===== src/rtl/cin_word_aligner_if.sv =====
// CIN aligner bus: ISERDES nibbles and training control in, aligned words and
// training status out. The slave side is the aligner itself.
interface cin_word_aligner_if;
  logic [3:0]  cin_parallel_i;
  logic        train_en_i;
  logic        bitslip_o;
  logic        locked_o;
  logic        fail_o;
  logic [1:0]  slip_count_o;
  logic [31:0] dat_o;
  logic        dat_valid_o;
  logic [15:0] err_count_o;

  modport master (
    output cin_parallel_i, train_en_i,
    input  bitslip_o, locked_o, fail_o, slip_count_o, dat_o, dat_valid_o, err_count_o
  );

  modport slave (
    input  cin_parallel_i, train_en_i,
    output bitslip_o, locked_o, fail_o, slip_count_o, dat_o, dat_valid_o, err_count_o
  );
endinterface


===== src/rtl/cin_word_aligner.sv =====
// CIN word aligner: assembles ISERDES nibbles into 32-bit words, trains the
// nibble boundary and bit alignment against the CIN pattern, then delivers words.
module cin_word_aligner #(
  parameter logic [31:0] TRAIN_PATTERN = 32'hA55A6996,
  parameter int          HUNT_CYCLES   = 64,
  parameter int          SLIP_WAIT     = 4,
  parameter int          LOCK_MATCHES  = 16
) (
  input logic           rxclk_i,
  input logic           rst_n_i,
  cin_word_aligner_if.slave cin_bus
);

  localparam int TW = (HUNT_CYCLES > 1) ? $clog2(HUNT_CYCLES) : 1;
  localparam int WW = (SLIP_WAIT > 0) ? $clog2(SLIP_WAIT + 1) : 1;
  localparam int MW = $clog2(LOCK_MATCHES + 1);

  localparam logic [TW-1:0] TIMER_ZERO = TW'(0);
  localparam logic [TW-1:0] TIMER_ONE  = TW'(1);
  localparam logic [TW-1:0] TIMER_LAST = TW'(HUNT_CYCLES - 1);
  localparam logic [WW-1:0] WAIT_ZERO  = WW'(0);
  localparam logic [WW-1:0] WAIT_ONE   = WW'(1);
  localparam logic [WW-1:0] WAIT_LAST  = WW'(SLIP_WAIT);
  localparam logic [MW-1:0] MATCH_ZERO = MW'(0);
  localparam logic [MW-1:0] MATCH_ONE  = MW'(1);
  localparam logic [MW-1:0] MATCH_LAST = MW'(LOCK_MATCHES - 1);

  typedef enum logic [2:0] {
    ST_IDLE      = 3'd0,
    ST_HUNT      = 3'd1,
    ST_SLIP_WAIT = 3'd2,
    ST_CHECK     = 3'd3,
    ST_LOCKED    = 3'd4,
    ST_FAIL      = 3'd5
  } state_e;

  state_e      state_r;
  logic [31:0] sr_r;
  logic [2:0]  phase_r;
  logic        train_en_q_r;
  logic [TW-1:0] timer_r;
  logic [WW-1:0] wait_r;
  logic [MW-1:0] match_r;
  logic [1:0]  slip_count_r;
  logic        bitslip_r;
  logic        locked_r;
  logic        fail_r;
  logic [31:0] dat_r;
  logic        dat_valid_r;
  logic [15:0] err_count_r;

  logic rise_s;
  logic match_s;
  logic boundary_s;

  assign rise_s     = cin_bus.train_en_i & ~train_en_q_r;
  assign match_s    = (sr_r == TRAIN_PATTERN);
  assign boundary_s = (phase_r == 3'd0);

  // Nibble shift register: the oldest nibble ends up in sr_r[3:0]
  always_ff @(posedge rxclk_i or negedge rst_n_i) begin
    if (!rst_n_i) begin
      sr_r <= 32'h0000_0000;
    end else begin
      sr_r <= {cin_bus.cin_parallel_i, sr_r[31:4]};
    end
  end

  // Training state machine, phase counter and all registered outputs
  always_ff @(posedge rxclk_i or negedge rst_n_i) begin
    if (!rst_n_i) begin
      state_r      <= ST_IDLE;
      phase_r      <= 3'd0;
      train_en_q_r <= 1'b0;
      timer_r      <= TIMER_ZERO;
      wait_r       <= WAIT_ZERO;
      match_r      <= MATCH_ZERO;
      slip_count_r <= 2'd0;
      bitslip_r    <= 1'b0;
      locked_r     <= 1'b0;
      fail_r       <= 1'b0;
      dat_r        <= 32'h0000_0000;
      dat_valid_r  <= 1'b0;
      err_count_r  <= 16'h0000;
    end else begin
      train_en_q_r <= cin_bus.train_en_i;
      phase_r      <= phase_r + 3'd1;
      bitslip_r    <= 1'b0;
      dat_valid_r  <= 1'b0;
      if (rise_s) begin
        state_r      <= ST_HUNT;
        slip_count_r <= 2'd0;
        timer_r      <= TIMER_ZERO;
        match_r      <= MATCH_ZERO;
        err_count_r  <= 16'h0000;
        locked_r     <= 1'b0;
        fail_r       <= 1'b0;
      end else if (!cin_bus.train_en_i && (state_r != ST_LOCKED)) begin
        state_r  <= ST_IDLE;
        locked_r <= 1'b0;
        fail_r   <= 1'b0;
      end else begin
        case (state_r)
          ST_IDLE: begin
            state_r <= ST_IDLE;
          end
          ST_HUNT: begin
            // A match beats a timeout; realign the phase so the next boundary is 8 cycles out
            if (match_s) begin
              state_r <= ST_CHECK;
              match_r <= MATCH_ONE;
              phase_r <= 3'd1;
            end else if (timer_r == TIMER_LAST) begin
              if (slip_count_r == 2'd3) begin
                state_r <= ST_FAIL;
                fail_r  <= 1'b1;
              end else begin
                state_r      <= ST_SLIP_WAIT;
                bitslip_r    <= 1'b1;
                slip_count_r <= slip_count_r + 2'd1;
                wait_r       <= WAIT_ZERO;
              end
            end else begin
              timer_r <= timer_r + TIMER_ONE;
            end
          end
          ST_SLIP_WAIT: begin
            if (wait_r == WAIT_LAST) begin
              state_r <= ST_HUNT;
              timer_r <= TIMER_ZERO;
            end else begin
              wait_r <= wait_r + WAIT_ONE;
            end
          end
          ST_CHECK: begin
            if (boundary_s) begin
              if (!match_s) begin
                state_r <= ST_HUNT;
                timer_r <= TIMER_ZERO;
              end else if (match_r == MATCH_LAST) begin
                state_r  <= ST_LOCKED;
                locked_r <= 1'b1;
              end else begin
                match_r <= match_r + MATCH_ONE;
              end
            end else begin
              match_r <= match_r;
            end
          end
          ST_LOCKED: begin
            if (boundary_s) begin
              dat_r       <= sr_r;
              dat_valid_r <= 1'b1;
              if (cin_bus.train_en_i && !match_s && (err_count_r != 16'hFFFF)) begin
                err_count_r <= err_count_r + 16'd1;
              end else begin
                err_count_r <= err_count_r;
              end
            end else begin
              dat_r <= dat_r;
            end
          end
          ST_FAIL: begin
            state_r <= ST_FAIL;
          end
          default: begin
            state_r  <= ST_IDLE;
            locked_r <= 1'b0;
            fail_r   <= 1'b0;
          end
        endcase
      end
    end
  end

  assign cin_bus.bitslip_o    = bitslip_r;
  assign cin_bus.locked_o     = locked_r;
  assign cin_bus.fail_o       = fail_r;
  assign cin_bus.slip_count_o = slip_count_r;
  assign cin_bus.dat_o        = dat_r;
  assign cin_bus.dat_valid_o  = dat_valid_r;
  assign cin_bus.err_count_o  = err_count_r;

endmodule

===== src/flat_wrapper.sv =====
// flat-port wrapper written by rule: the top's interface ports become plain ports
module cin_word_aligner_flat 
#(
  parameter logic [31:0] TRAIN_PATTERN = 32'hA55A6996,
  parameter int          HUNT_CYCLES   = 64,
  parameter int          SLIP_WAIT     = 4,
  parameter int          LOCK_MATCHES  = 16
)
  (rxclk_i, rst_n_i, cin_bus_cin_parallel_i, cin_bus_train_en_i, cin_bus_bitslip_o, cin_bus_locked_o, cin_bus_fail_o, cin_bus_slip_count_o, cin_bus_dat_o, cin_bus_dat_valid_o, cin_bus_err_count_o);
  cin_word_aligner_if cin_bus_i ();
  input logic rxclk_i;
  input logic rst_n_i;
  input wire logic [$bits(cin_bus_i.cin_parallel_i)-1:0] cin_bus_cin_parallel_i;
  input wire logic [$bits(cin_bus_i.train_en_i)-1:0] cin_bus_train_en_i;
  output wire logic [$bits(cin_bus_i.bitslip_o)-1:0] cin_bus_bitslip_o;
  output wire logic [$bits(cin_bus_i.locked_o)-1:0] cin_bus_locked_o;
  output wire logic [$bits(cin_bus_i.fail_o)-1:0] cin_bus_fail_o;
  output wire logic [$bits(cin_bus_i.slip_count_o)-1:0] cin_bus_slip_count_o;
  output wire logic [$bits(cin_bus_i.dat_o)-1:0] cin_bus_dat_o;
  output wire logic [$bits(cin_bus_i.dat_valid_o)-1:0] cin_bus_dat_valid_o;
  output wire logic [$bits(cin_bus_i.err_count_o)-1:0] cin_bus_err_count_o;
  assign cin_bus_i.cin_parallel_i = cin_bus_cin_parallel_i;
  assign cin_bus_i.train_en_i = cin_bus_train_en_i;
  assign cin_bus_bitslip_o = cin_bus_i.bitslip_o;
  assign cin_bus_locked_o = cin_bus_i.locked_o;
  assign cin_bus_fail_o = cin_bus_i.fail_o;
  assign cin_bus_slip_count_o = cin_bus_i.slip_count_o;
  assign cin_bus_dat_o = cin_bus_i.dat_o;
  assign cin_bus_dat_valid_o = cin_bus_i.dat_valid_o;
  assign cin_bus_err_count_o = cin_bus_i.err_count_o;
  cin_word_aligner #(.TRAIN_PATTERN(TRAIN_PATTERN), .HUNT_CYCLES(HUNT_CYCLES), .SLIP_WAIT(SLIP_WAIT), .LOCK_MATCHES(LOCK_MATCHES)) u_core (.rxclk_i(rxclk_i), .rst_n_i(rst_n_i), .cin_bus(cin_bus_i));
endmodule

===== config.mk =====
export PLATFORM = sky130hd
export DESIGN_NAME = cin_word_aligner_flat
export DESIGN_NICKNAME = d
export VERILOG_FILES = /design/src/rtl/cin_word_aligner_if.sv /design/src/rtl/cin_word_aligner.sv /design/src/flat_wrapper.sv
export SDC_FILE = /design/constraint.sdc
export NUM_CORES = 1
export LEC_CHECK = 0
export BUFFER_PORTS_ARGS = -buffer_cell sky130_fd_sc_hd__buf_2
export CORE_MARGIN = 5
export CORE_UTILIZATION = 30
export DETAILED_ROUTE_END_ITERATION = 10
export GPL_TIMING_DRIVEN = 0
export SLEW_MARGIN = 20
export SYNTH_ARGS = -nofsm -noshare
export SYNTH_HDL_FRONTEND = slang
export SYNTH_SLANG_ARGS = --single-unit

===== constraint.sdc =====
create_clock -name rxclk_i -period 2.4 [get_ports rxclk_i]
set_input_delay 0.12 -clock rxclk_i [delete_from_list [all_inputs] [get_ports rxclk_i]]
set_output_delay 0.12 -clock rxclk_i [all_outputs]
set_load 0.01 [all_outputs]

* After elaboration in Yosys (flattened, before gate mapping)
Cells that the tools add are included. W data, S select, Z words.
Word-level totals: flip-flop bits (word level) 107, input port bits 7, output and inout bits 54, logic and storage cells 156
Cells by class: add/subtract/negate cells 6, equality and inequality tests 39, mux-type cells 67, bitwise operators 4, reduce and logical (&&, ||, !) cells 26
Operators with widths (count):
- $mux W16 | 5
- $mux W3 | 17
- $mux W6 | 7
- $eq A32 B32 Y1 const B | 1
- $mux W5 | 6
- $ne A4 B1 Y1 const B | 6
- $ne A3 B1 Y1 const B | 7
- $mux W1 | 20
- $pmux W6 S3 | 1
- $add A16 B1 Y16 const B | 1
- $ne A16 B16 Y1 const B | 1
- $reduce_and A4 Y1 | 4
- $pmux W3 S5 | 1
- $reduce_and A7 Y1 | 2
- $mux W2 | 6
- $ne A3 B2 Y1 const B | 4
- $reduce_bool A2 Y1 | 6
- $pmux W5 S2 | 1
- $reduce_and A5 Y1 | 2
- $reduce_or A5 Y1 | 2
- $eq A3 B3 Y1 const B | 3
- $ne A2 B1 Y1 const B | 4
- $add A3 B1 Y3 const B | 2
- $add A6 B1 Y6 const B | 1
- other kinds (22) | 32

* Longest topological paths before layout
Gate-level depths: netlist of run 1.
word-level depth 9, mapped depth 8, gate-level depth less buffers 8

* Worst setup path after synthesis of run 1
Ideal clock, no wire load.
path kind reg-to-reg, from register u_core.match_r[0], to register u_core.match_r[3], library setup time 66 ps, arrival 2070 ps, setup slack 265 ps, stages on the path, launching flop included 8, buffers on the path 0, cell sequence dfrtp_1 -> ha_1 -> and3_1 -> ha_1 -> a2111oi_4 -> o21bai_2 -> or4_1 -> nand2_1
On the way: cells in the longest elaborated chain, start to end 7, elaborated cells between the ends (all ways) 10
Ends and longest elaborated chain:
- start, declared | RTL line cin_word_aligner.sv:43 | logic [MW-1:0] match_r;
- start signal, assigned | RTL line cin_word_aligner.sv:144 | match_r <= match_r + MATCH_ONE;
- start signal, assigned | RTL line cin_word_aligner.sv:147 | match_r <= match_r;
- $add A5 B1 Y5 | RTL line cin_word_aligner.sv:144
- $mux W5 | RTL line cin_word_aligner.sv:140 | end else if (match_r == MATCH_LAST) begin
- $mux W5 | RTL line cin_word_aligner.sv:137 | if (!match_s) begin
- $mux W5 | RTL line cin_word_aligner.sv:136 | if (boundary_s) begin
- $pmux W5 S2 | RTL line cin_word_aligner.sv:103 | case (state_r)
- $mux W5 | RTL line cin_word_aligner.sv:98 | end else if (!cin_bus.train_en_i && (state_r != ST_LOCKED)) begin
- $mux W5 | RTL line cin_word_aligner.sv:90 | if (rise_s) begin
Parallel ways exist; a longest one is shown, timed or not. The select of a mux whose other input is x is not followed. A chain may end at the register's enable or synchronous reset.

* Worst setup path in the final report of run 1
Same ends and word-level chain as after synthesis.

==> results.md, run 1 <==
- The final design utilization is 0.3680.
- The endpoint kind of the worst setup timing path is a flop.
- The full die area is around 0.018 sq mm.
- The critical path contains buffers and inverters numbering 0 combined.
- Across the run, the number of max-cap violations was 0.
- The share of synthesized area in the top cell type comes to 0.5903.
- The number of top-level pins is between 60 and 70.
- When the netlist entered floorplanning its net count stood at between 300 and 400.
- The largest area contributor in the synthesized netlist is dfrtp_1.
- Of the synthesized area, sequential elements account for 0.5903.
- The endpoint arrival time on the critical path is ~2.6 ns.
- The initial utilization of the core area, before any placement, comes to 0.3017.
- Routability-driven placement finished with a final weighted congestion of 0.8539.
- The clock tree root driver cell is clkbuf_16.
- After detailed routing, the wire length on met1 is approximately 4700 um.
- For this design the static power due to leakage is about 0.0026 uW.
- The uppermost layer routed is met4.
- The number of synthesized flops with an enable pin is 0.
- Data on the critical path is required at its endpoint by around 2.7 ns.
- The power per standard cell area is approximately 640 mW/mm^2.
- The number of distinct library cells after synthesis is 54.
- For this run, the top clock speed supported by timing is approximately 440 MHz.
- The largest net degree at the start of global routing is 71.
- In this design, the critical path's most frequently occurring cell is ha_1.
- Across every metal layer, demand over resource in global routing totals 0.1206.
- Setup total negative slack on the finished layout was measured at 0 ns.
- After detailed routing, the met3 layer carries 637 um of wire.
- IR analysis of the VDD net gives a maximum drop of about 660 uV.
- The ratio of final minimum period to clock period is 0.9417.
- The prevailing post-synth register cell is dfrtp_1.
- The worst setup path is launched from a flop.
- The width of the die is 133.0 um.
- Among cell families on the critical path, the largest total delay comes from simple AND/OR/NAND/NOR gates.
- Of the cells placed in the final design, the portion with a size suffix greater than 1 is 0.2919.
- The die is 133.0 um tall.
- The buffer levels on the longest clock path is 2.
- The number of hold violations in the final report is 0.
- The total inserted antenna cells is 0.
- The min-delay analysis places its worst path in the category in -> async.
- Walking the worst path, the cells encountered are ha_1, and3_1, ha_1, a2111oi_4, o21bai_4, or4_1, nand2_1.
- The placement row count is between 40 and 50.
- The number of max-slew violations in the final report is 0.
- For this design, the slowest cell found on the critical path is or4_1.
- The run finished with clean final reports.
- The area of the core is about 0.015 sq mm.
- The post-detailed-route DRC marker count is 0.
- The filler cell count in the final layout is about 1400.
- The netlist area before placement is 0.004536 sq mm.
- The number of antenna violations at the first check in global routing is 0.
- After legalization and detailed placement, the total HPWL measured just over 7000 um.
- A synthesized cell averages 12.13 sq um.
- The per-cell routed wire length is around 15 um.
- The worst stage delay on the critical path is 0.51 ns.
- The normalized max-slew margin is 0.6073.
- Across all layers, the routed design uses about 3200 vias.
- On the final layout, the worst clock skew is between 0.005 and 0.006 ns.
- The iteration count of the initial detailed-routing pass is 5.
- The TritonCTS clock tree is done.
- In the detailed route, the total length drawn on met2 is approximately 4600 um.
- The final wirelength is around 10000 um.
- Yosys printed 0 warnings.
- The antenna violation net count after detailed routing is 0.
- The via count of the first global-routing pass came to 3354.
- Subtracting the final worst setup slack from the clock period gives roughly 2.3 ns.
- The number of synthesized register bits is 107.
- For the pin with the worst max-slew slack, the measured transition is just under 0.6 ns.
- The cell count after synthesis is ~370.
- After layout, the design draws a total of about 3600 uW.
- Clock-pin slew was measured on the worst setup and hold paths at roughly 0.07 ns.
- Dividing the detail-routed via count by the number of cells gives around 5.
- The first-iteration detailed-routing DRC count is about 180.
- The TritonCTS sink count is roughly 110.
- The most common cell in the synthesized netlist is dfrtp_1.
- The critical path class is reg -> reg.
- The H-tree depth is 3.
- The net total in the final layout is between 400 and 500.
- The maximum fanout along the worst path is 10.
- Summed over all layers, the global routing overflow is 0.
- In the post-synthesis netlist, the biggest area contributors are dfrtp_1, mux2_2, xnor2_1, nor2_1, ha_1.
- Port buffering added 60 buffers.
- The worst setup slack after layout is between 0.1 and 0.15 ns.
- Compared with the post-synthesis result, the final layout area differs by 21.99%.
- Sorting the synthesized cells by how often they occur yields dfrtp_1, nor2_1, mux2_2.
- The fraction of synthesis flops using an asynchronous set or reset pin is 1.000.
- Clock tree synthesis inserted a total of 9 buffers.
- The source-to-sink clock delay at the later pin of the worst-skew pair is about 0.35 ns.
- The first global-routing pass estimated approximately 17000 um of wire.
- The number of endpoints failing setup at the final stage is 0.
- Prior to clock tree synthesis, the placed netlist has a worst setup slack of -0.01814 ns.
-- path summary, 6_finish.rpt --
kind / from / to / slack, ns / cells past startpoint
setup / recovery: u_core.match_r[0]$_DFFE_PN0P_ / u_core.match_r[3]$_DFFE_PN0P_ / 0.14 / 7
hold / removal: rst_n_i / u_core.cin_bus.dat_valid_o$_DFF_PN0_ / 0.22 / 2
setup reg to reg: u_core.match_r[0]$_DFFE_PN0P_ / u_core.match_r[3]$_DFFE_PN0P_ / 0.14 / 7
hold reg to reg: u_core.sr_r[19]$_DFF_PN0_ / u_core.sr_r[15]$_DFF_PN0_ / 0.40 / 0
max in group asynchronous: rst_n_i / u_core.cin_bus.err_count_o[9]$_DFFE_PN0P_ / 1.53 / 3
min in group rxclk_i: u_core.sr_r[19]$_DFF_PN0_ / u_core.sr_r[15]$_DFF_PN0_ / 0.40 / 0
-- layout make-up --
class | count | area, sq um | area share
sequential | 107 | 2678 | 0.4839
multi-input combinational | 239 | 1790 | 0.3236
timing repair buffer | 69 | 409.1 | 0.07395
tap | 188 | 235.2 | 0.04251
clock buffer | 10 | 229.0 | 0.04138
clock inverter | 6 | 78.83 | 0.01425
buffer | 13 | 56.30 | 0.01018
inverter | 15 | 56.30 | 0.01018
-- cells in the final DEF, fill, tap and decap left out, drive strengths merged, types with 3 or more instances in the layout --
cell type	count
nand3	15
and3	7
nor4bb	4
nor2b	4
ha	9
mux2	32
nand2	19
nor2	33
o31ai	5
clkbuf	19
nor3	10
xnor2	15
dfrtp	107
a21oi	10
and4	3
buf	67
and2	4
nand4	7
nor4	9
o21ai	17
nand2b	6
dlygate4sd3	6
inv	19
-- repair_timing --
action / 4_1_cts / 5_1_grt
endpoints found under the hold margin: 42 / 0
resized for setup: 2 / 10
hold buffers: 6 / 0
pin swaps: 1 / 2
setup endpoints to repair: 19 / 14
buffers inserted: 1 / 1
-- kinds of logic after synthesis --
| kind of cell | share of synthesized area |
|---|---|
| AO/OA/AOI/OAI | 0.08360 |
| XOR/XNOR | 0.02897 |
| adder cells (fa/ha/maj) | 0.02483 |
| buffers and inverters | 0.02427 |
| flip-flops | 0.5903 |
| multiplexers | 0.07945 |
| AND/OR/NAND/NOR | 0.1686 |
-- routing by layer --
metal	GRT usage	vias up
li1	-	1502
met1	0.1565	1579
met2	0.1916	96
met3	0.04221	11
met4	0.03406	0
met5	0	-
-- report_power, final --
part	switching [uW]	internal [uW]
registers	39.4	1850
logic	85.3	51.3
clock network	695	834
-- sequential cells by signal (all words and copies together) (netlist names), 2 cells and up --
name and cells:
u_core.cin_bus.dat_o 32, u_core.cin_bus.err_count_o 16, u_core.cin_bus.slip_count_o 2, u_core.match_r 5, u_core.phase_r 3, u_core.sr_r 32
u_core.state_r 3, u_core.timer_r 6, u_core.wait_r 3
-- through the flow --
stage	hold WS, ns	instance area (sq um)	cells
global route	0.2516	5533	647
detailed placement	0.04235	5105	623
finish	0.2231	5533	647
floorplan	-0.1756	4536	374
CTS	0.2268	5484	646
global placement	0.2277	5071	622
-- worst reg2reg max path: stages (launching register included) --
cell       delay (ns)
dfrtp_1          0.42
ha_1             0.24
and3_1           0.19
ha_1             0.26
a2111oi_4        0.38
o21bai_4         0.14
or4_1            0.51
nand2_1          0.07
Power figures use the tool's default switching activity.
==> inputs of run 2 (changes only) <==
==> constraint.sdc (replaced) <==
create_clock -name rxclk_i -period 2.8 [get_ports rxclk_i]
set_input_delay 0.14 -clock rxclk_i [delete_from_list [all_inputs] [get_ports rxclk_i]]
set_output_delay 0.14 -clock rxclk_i [all_outputs]
set_load 0.01 [all_outputs]
==> run 2 against run 1 <==
Critical path depth down 1. Setup slack better by 0.15 ns. Largest cell class unchanged. Via count down 0.88%. Utilization decreased by 0.40 points. Fmax shrank 9.8%. Register-to-register slack better by 0.15 ns. Die area unchanged.
==> results.md, run 2 (same netlist as run 1, synthesis figures left out) <==
- The signal on the critical path passes through nor4bb_1, nand4_2, nor2_1, a311o_1, o21ai_0, o31ai_1.
- The placement row count came to 45 (unchanged).
- The full die area was 0.01768 sq mm (unchanged).
- The normalized max-slew margin came to 0.5844 (-0.02292).
- The area added between synthesis and finish is 20.66%.
- The storage element area was 0.002678 sq mm (unchanged).
- The cell total after placement is 623 (unchanged).
- The ratio of final minimum period to clock period is 0.8947 (-0.04697).
- The number of maximum-capacitance violations is 0 (unchanged).
- The endpoint kind of the worst setup timing path is a flop.
- The actual transition at the worst max-transition pin is 0.6186 ns (+0.02961 ns).
- The maximum fanout along the worst path is 9 (-1).
- The buffer levels on the longest clock path is 2 (unchanged).
- The TritonCTS clock tree is done.
- The routability congestion estimate from global placement was 0.8539 (unchanged).
- The global-route wire length before repair is 17150 um (unchanged).
- The starting utilization of the core area is 0.3017 (unchanged).
- The final wirelength is 10010 um (+0.30%).
- The power per standard cell area is 555.6 mW/mm^2 (-13%).
- The per-cell routed wire length is 15.53 um (+0.61%).
- The iteration count of the initial detailed-routing pass is 4 (-1).
- The height of the die is 133.0 um (unchanged).
- The endpoint arrival time on the critical path is 2.76 ns (+0.21 ns).
- The critical path buffer and inverter count was 0 (unchanged).
- The most common library cell in the layout ignoring fill and taps is dfrtp_1.
- In the layout the commonest cells are dfrtp_1, buf_2, nor2_1.
- The number of antenna violations at the first check in global routing is 0 (unchanged).
- The filler cell count in the final layout is 1451 (+0.35%).
- The critical path data required time is 3.06 ns (+0.37 ns).
- The setup slack on the worst flop-to-flop path came to 0.29 ns (+0.15 ns).
- The first-iteration detailed-routing DRC count is 196 (+11%).
- The post-detailed-route DRC marker count is 0 (unchanged).
- The tree is rooted in a clkbuf_16.
- The CTS buffer count is 9 (unchanged).
- The flow ran to the end, and the final reports show no timing, DRC or antenna violations.
- The via count normalized by instance count is 4.899 (-0.57%).
- The via count of the first global-routing pass came to 3348 (-0.18%).
- The antenna violation net count after detailed routing is 0 (unchanged).
- The area of the multi-input gates is 0.001748 sq mm (-2.4%).
- The total inserted antenna cells is 0 (unchanged).
- The via count of the routed design is 3160 (-0.88%).
- The minimum clock period is 2.505 ns (+0.2451 ns).
- The critical path class is reg -> reg.
- The post-DP HPWL is 7123 um (unchanged).
- The share of layout cells above drive strength 1 was 0.2713 (-0.02060).
- The source-to-sink clock delay at the later pin of the worst-skew pair came to 0.35 ns (about the same).
- The family with the most delay on the worst path is simple AND/OR/NAND/NOR gates.
- Setup repair after global routing left no endpoint under its margin.
- The number of max-slew violations in the final report is 0 (unchanged).
- The number of endpoints failing setup at the final stage came to 0 (unchanged).
- The area of the core is 0.01503 sq mm (unchanged).
- The net total in the final layout is 468 (-0.43%).
- STA classifies the critical path startpoint as a flop.
- The width of the die came to 133.0 um (unchanged).
- The total congestion overflow after global routing is 0 (unchanged).
- The worst stage delay on the critical path came to 0.53 ns (+0.02 ns).
- The slowest stage of the critical path belongs to the cell nor2_1.
- The static leakage power is 0.002596 uW (-1.1%).
- The number of non-filler instances in the completed layout came to 645 (-0.31%).
- The H-tree depth is 3 (unchanged).
- The number of buffers inserted by post-CTS setup repair is 0 (-1).
- The total of buffers placed on input and output ports is 60 (unchanged).
- The number of hold violations in the final report came to 0 (unchanged).
- The tightest min-delay check is of the in -> async type.
- The number of top-level pins is 61 (unchanged).
- The final clock skew is 0.006294 ns (+0.0003163 ns).
- The global-route usage over all layers is 0.1207 (about the same).
- The TritonCTS sink count is 107 (unchanged).
- The maximum frequency from static timing analysis is 399.2 MHz (-9.8%).
- The largest net degree at the start of global routing is 71 (unchanged).
- The clock transition time at the flip-flop clock pins of the worst setup and hold paths is 0.07 ns (about the same).
- The worst vdd rail ir drop is 568.5 uV (-14%).
- The aggregate negative setup slack was 0 ns (unchanged).
-- run 2: area by class of cell --
class,count,share of cell area
Timing Repair Buffer,67,0.07202
Clock inverter,6,0.01440
Buffer,13,0.009831
Clock buffer,10,0.04184
Multi-Input combinational cell,239,0.3194
Inverter,15,0.01029
Sequential cell,107,0.4893
Tap cell,188,0.04298
-- run 2: per-stage QoR --
step           cell area, sq um    util  worst slack (ns)  total power (uW)  hold slack [ns]
3_5_place_dp               5105  0.3396            0.3819              1754          0.06235
4_1_cts                    5473  0.3640            0.2616              3093           0.2468
5_1_grt                    5473  0.3640          0.008908              3173           0.2716
3_3_place_gp               5071  0.3373            0.3830              1745           0.2477
6_report                   5473  0.3640            0.2949              3041           0.2397
2_1_floorplan              4536       -            0.6646              1688          -0.1556
-- run 2: timing repair --
action,4_1_cts,5_1_grt
endpoints found under the hold margin,42,0
gates resized for setup,0,0
hold buffers,6,0
-- run 2: path summary, 6_finish.rpt --
path / from / endpoint / cells after the start
min: rst_n_i / u_core.cin_bus.dat_valid_o$_DFF_PN0_ / 2
max in group asynchronous: rst_n_i / u_core.cin_bus.err_count_o[9]$_DFFE_PN0P_ / 3
min in group rxclk_i: u_core.sr_r[27]$_DFF_PN0_ / u_core.sr_r[23]$_DFF_PN0_ / 0
min reg2reg: u_core.sr_r[27]$_DFF_PN0_ / u_core.sr_r[23]$_DFF_PN0_ / 0
max: u_core.sr_r[16]$_DFF_PN0_ / u_core.timer_r[5]$_DFFE_PN0P_ / 6
max reg2reg: u_core.sr_r[16]$_DFF_PN0_ / u_core.timer_r[5]$_DFFE_PN0P_ / 6
-- run 2: where the power goes --
part / switching [uW] / internal (uW)
clock network: 598 / 715
registers: 32.4 / 1580
logic: 72.8 / 41.1
total: 703 / 2340
-- run 2: per-layer routing --
layer / global-route usage / up-vias / routed length (um) / share of wire
li1: - / 1496 / - / -
met4: 0.03406 / 0 / 120 / 0.012
met1: 0.1567 / 1571 / 4633 / 0.46
met3: 0.04221 / 9 / 585 / 0.058
met5: 0 / - / 0 / 0
met2: 0.1916 / 84 / 4675 / 0.47
==> inputs of run 3 (changes only) <==
--- a/config.mk
+++ b/config.mk
@@ -7,9 +7,11 @@
 export LEC_CHECK = 0
 export BUFFER_PORTS_ARGS = -buffer_cell sky130_fd_sc_hd__buf_2
 export CORE_MARGIN = 5
-export CORE_UTILIZATION = 30
+export CORE_UTILIZATION = 61
 export DETAILED_ROUTE_END_ITERATION = 10
+export GPL_ROUTABILITY_DRIVEN = 0
 export GPL_TIMING_DRIVEN = 0
+export PLACE_DENSITY = 0.84
 export SLEW_MARGIN = 20
 export SYNTH_ARGS = -nofsm -noshare
 export SYNTH_HDL_FRONTEND = slang
==> run 3 against run 2 <==
Wire length shrank 6.8%. Sequential share of layout area grew 2.0 points. Largest power group unchanged. Flip-flop and latch count is the same. Count of clock-buffer cells in the layout shrank 1. Clock power shrank 28%. Highest routed layer unchanged. First-iteration DRC count shrank 7.1%. Critical path type unchanged.
==> results.md, run 3 (same netlist as run 1, synthesis figures left out) <==
- The starting utilization of the core area is 0.6253 (+0.3236).
- The source-to-sink clock delay at the later pin of the worst-skew pair is 0.37 ns (+0.02 ns).
- The number of top-level pins was 61 (unchanged).
- The via count of the first global-routing pass is 3313 (-1.0%).
- The cell total after placement is 534 (-14%).
- The worst vdd rail ir drop came to 324.7 uV (-43%).
- The maximum frequency from static timing analysis is 402.8 MHz (+0.90%).
- The number of hold violations in the final report is 0 (unchanged).
- The setup slack on the worst flop-to-flop path was 0.32 ns (+0.02 ns).
- The cell area after placement came to 0.004994 sq mm (-2.2%).
- The number of antenna violations at the first check in global routing came to 0 (unchanged).
- The via count normalized by instance count is 5.745 (+17%).
- The full die area is 0.009260 sq mm (-48%).
- The placement row count came to 31 (-31%).
- The endpoint kind of the worst setup timing path is a flop.
- The aggregate negative setup slack came to 0 ns (unchanged).
- The CTS buffer count is 9 (unchanged).
- The summed area of non-filler cells in the final layout came to 0.005256 sq mm (-4.0%).
- The area of the core is 0.007253 sq mm (-52%).
- The final wirelength came to 9336 um (-6.8%).
- The largest net degree at the start of global routing is 69 (-2.8%).
- The ratio of final minimum period to clock period is 0.8867 (-0.008010).
- The endpoint arrival time on the critical path is 2.77 ns (about the same).
- The critical path data required time is 3.09 ns (+0.03 ns).
- STA classifies the critical path startpoint as a flop.
- The run finished with clean final reports.
- The filler cell count in the final layout was 520 (-64%).
- The minimum clock period is 2.483 ns (-0.02243 ns).
- The iteration count of the initial detailed-routing pass was 6 (+2).
- The total congestion overflow after global routing came to 0 (unchanged).
- The TritonCTS clock tree is done.
- The actual transition at the worst max-transition pin is 0.5597 ns (-0.05889 ns).
- The count of cells resized by post-cts repair is 0 (unchanged).
- The number of non-filler instances in the completed layout came to 556 (-14%).
- The storage element area was 0.002678 sq mm (unchanged).
- The source of the worst register-to-register timing path is u_core.sr_r[12]$_DFF_PN0_.
- The net total in the final layout is 468 (unchanged).
- Setup repair after global routing left no endpoint under its margin.
- The share of layout cells above drive strength 1 was 0.2735 (+0.002188).
- The post-DP HPWL is 6289 um (-12%).
- The post-detailed-route DRC marker count came to 0 (unchanged).
- The TritonCTS sink count is 107 (unchanged).
- The number of buffers inserted by hold repair at cts is 6 (unchanged).
- The total of buffers placed on input and output ports is 60 (unchanged).
- The H-tree depth is 3 (unchanged).
- In the layout the commonest cells are dfrtp_1, buf_2, nor2_1.
- The worst register-to-register path ends at u_core.timer_r[2]$_DFFE_PN0P_.
- The width of the die is 96.23 um (-28%).
- The via count of the routed design came to 3194 (+1.1%).
- The first-iteration detailed-routing DRC count came to 182 (-7.1%).
- The global-route usage over all layers is 0.2296 (+0.1088).
- The worst hold slack is 0.2293 ns (-0.01041 ns).
- The power per standard cell area is 508.6 mW/mm^2 (-8.5%).
- The final clock skew is 0.01139 ns (+0.005099 ns).
- The maximum fanout along the worst path was 9 (unchanged).
- The number of max-slew violations in the final report was 0 (unchanged).
- The height of the die is 96.23 um (-28%).
- The cell depth of the worst flop-to-flop path came to 6 (unchanged).
- Leaving out fill and tap cells, the most frequent cell in the layout is dfrtp_1.
- The per-cell routed wire length is 16.79 um (+8.2%).
- The global-route wire length before repair was 16270 um (-5.1%).
- The normalized max-slew margin is 0.6269 (+0.04244).
- The number of maximum-capacitance violations is 0 (unchanged).
- The antenna violation net count after detailed routing is 0 (unchanged).
- The static leakage power is 0.002547 uW (-1.9%).
- CTS placed an instance of clkbuf_8 at the clock tree root.
- The worst setup path is of the reg -> reg kind.
- The total inserted antenna cells was 0 (unchanged).
- The number of endpoints failing setup at the final stage is 0 (unchanged).
- The clock transition time at the flip-flop clock pins of the worst setup and hold paths is 0.11 ns (+0.04 ns).
- The buffer levels on the longest clock path is 2 (unchanged).
- The number of buffers inserted by post-CTS setup repair is 0 (unchanged).
- The type of the tightest min-delay check is in -> async.
- The area added between synthesis and finish is 15.89%.
- The area of the multi-input gates is 0.001748 sq mm (unchanged).
[run 3: how the worst max path moves through the flow]
stage                                   from                                         to  cells past startpoint
5_1_grt             u_core.sr_r[9]$_DFF_PN0_  u_core.cin_bus.err_count_o[1]$_DFFE_PN0P_                      6
4_1_cts            u_core.sr_r[12]$_DFF_PN0_  u_core.cin_bus.err_count_o[1]$_DFFE_PN0P_                      6
2_1_floorplan  u_core.match_r[0]$_DFFE_PN0P_              u_core.match_r[3]$_DFFE_PN0P_                      7
6_report           u_core.sr_r[12]$_DFF_PN0_              u_core.timer_r[2]$_DFFE_PN0P_                      6
3_3_place_gp       u_core.sr_r[16]$_DFF_PN0_              u_core.state_r[2]$_DFFE_PN0P_                      6
3_5_place_dp       u_core.sr_r[16]$_DFF_PN0_              u_core.state_r[2]$_DFFE_PN0P_                      6
[run 3: final cells by class]
class,instances,share of cell area
plain buffers,13,0.01024
clock buffers,9,0.02357
clock inverters,7,0.01500
inverters,15,0.01071
multi-input cells,239,0.3325
flip-flops and latches,107,0.5094
well taps,99,0.02357
repair buffers,67,0.07498
[run 3: metrics by stage]
stage | worst slack (ns) | total power (uW) | utilization
2_1_floorplan | 0.6646 | 1688 | -
3_3_place_gp | 0.3881 | 1741 | 0.6838
3_5_place_dp | 0.4525 | 1754 | 0.6885
4_1_cts | 0.3680 | 2684 | 0.7247
5_1_grt | 0.1762 | 2775 | 0.7247
6_report | 0.3173 | 2673 | 0.7247
[run 3: layer usage]
layer  routed length [um]  GRT usage
met5                    0          0
met2                 4519     0.3548
met4                  204    0.09834
met3                  526    0.04144
met1                 4086     0.3200
[run 3: worst max-delay path: stages, from the launching register on]
cell      delay (ns)
dfrtp_1         0.42
nor4bb_1        0.43
nand4_2         0.35
nor2_1          0.54
a311o_1         0.42
o21ai_0         0.13
o21ai_0         0.09
[run 3: where the power goes]
part           internal [uW]  leakage, uW  total (uW)  switching, uW
Combinational           42.2      0.00105         118           76.2
Sequential              1580      0.00140        1610           32.7
Clock                    356     0.000102         940            584
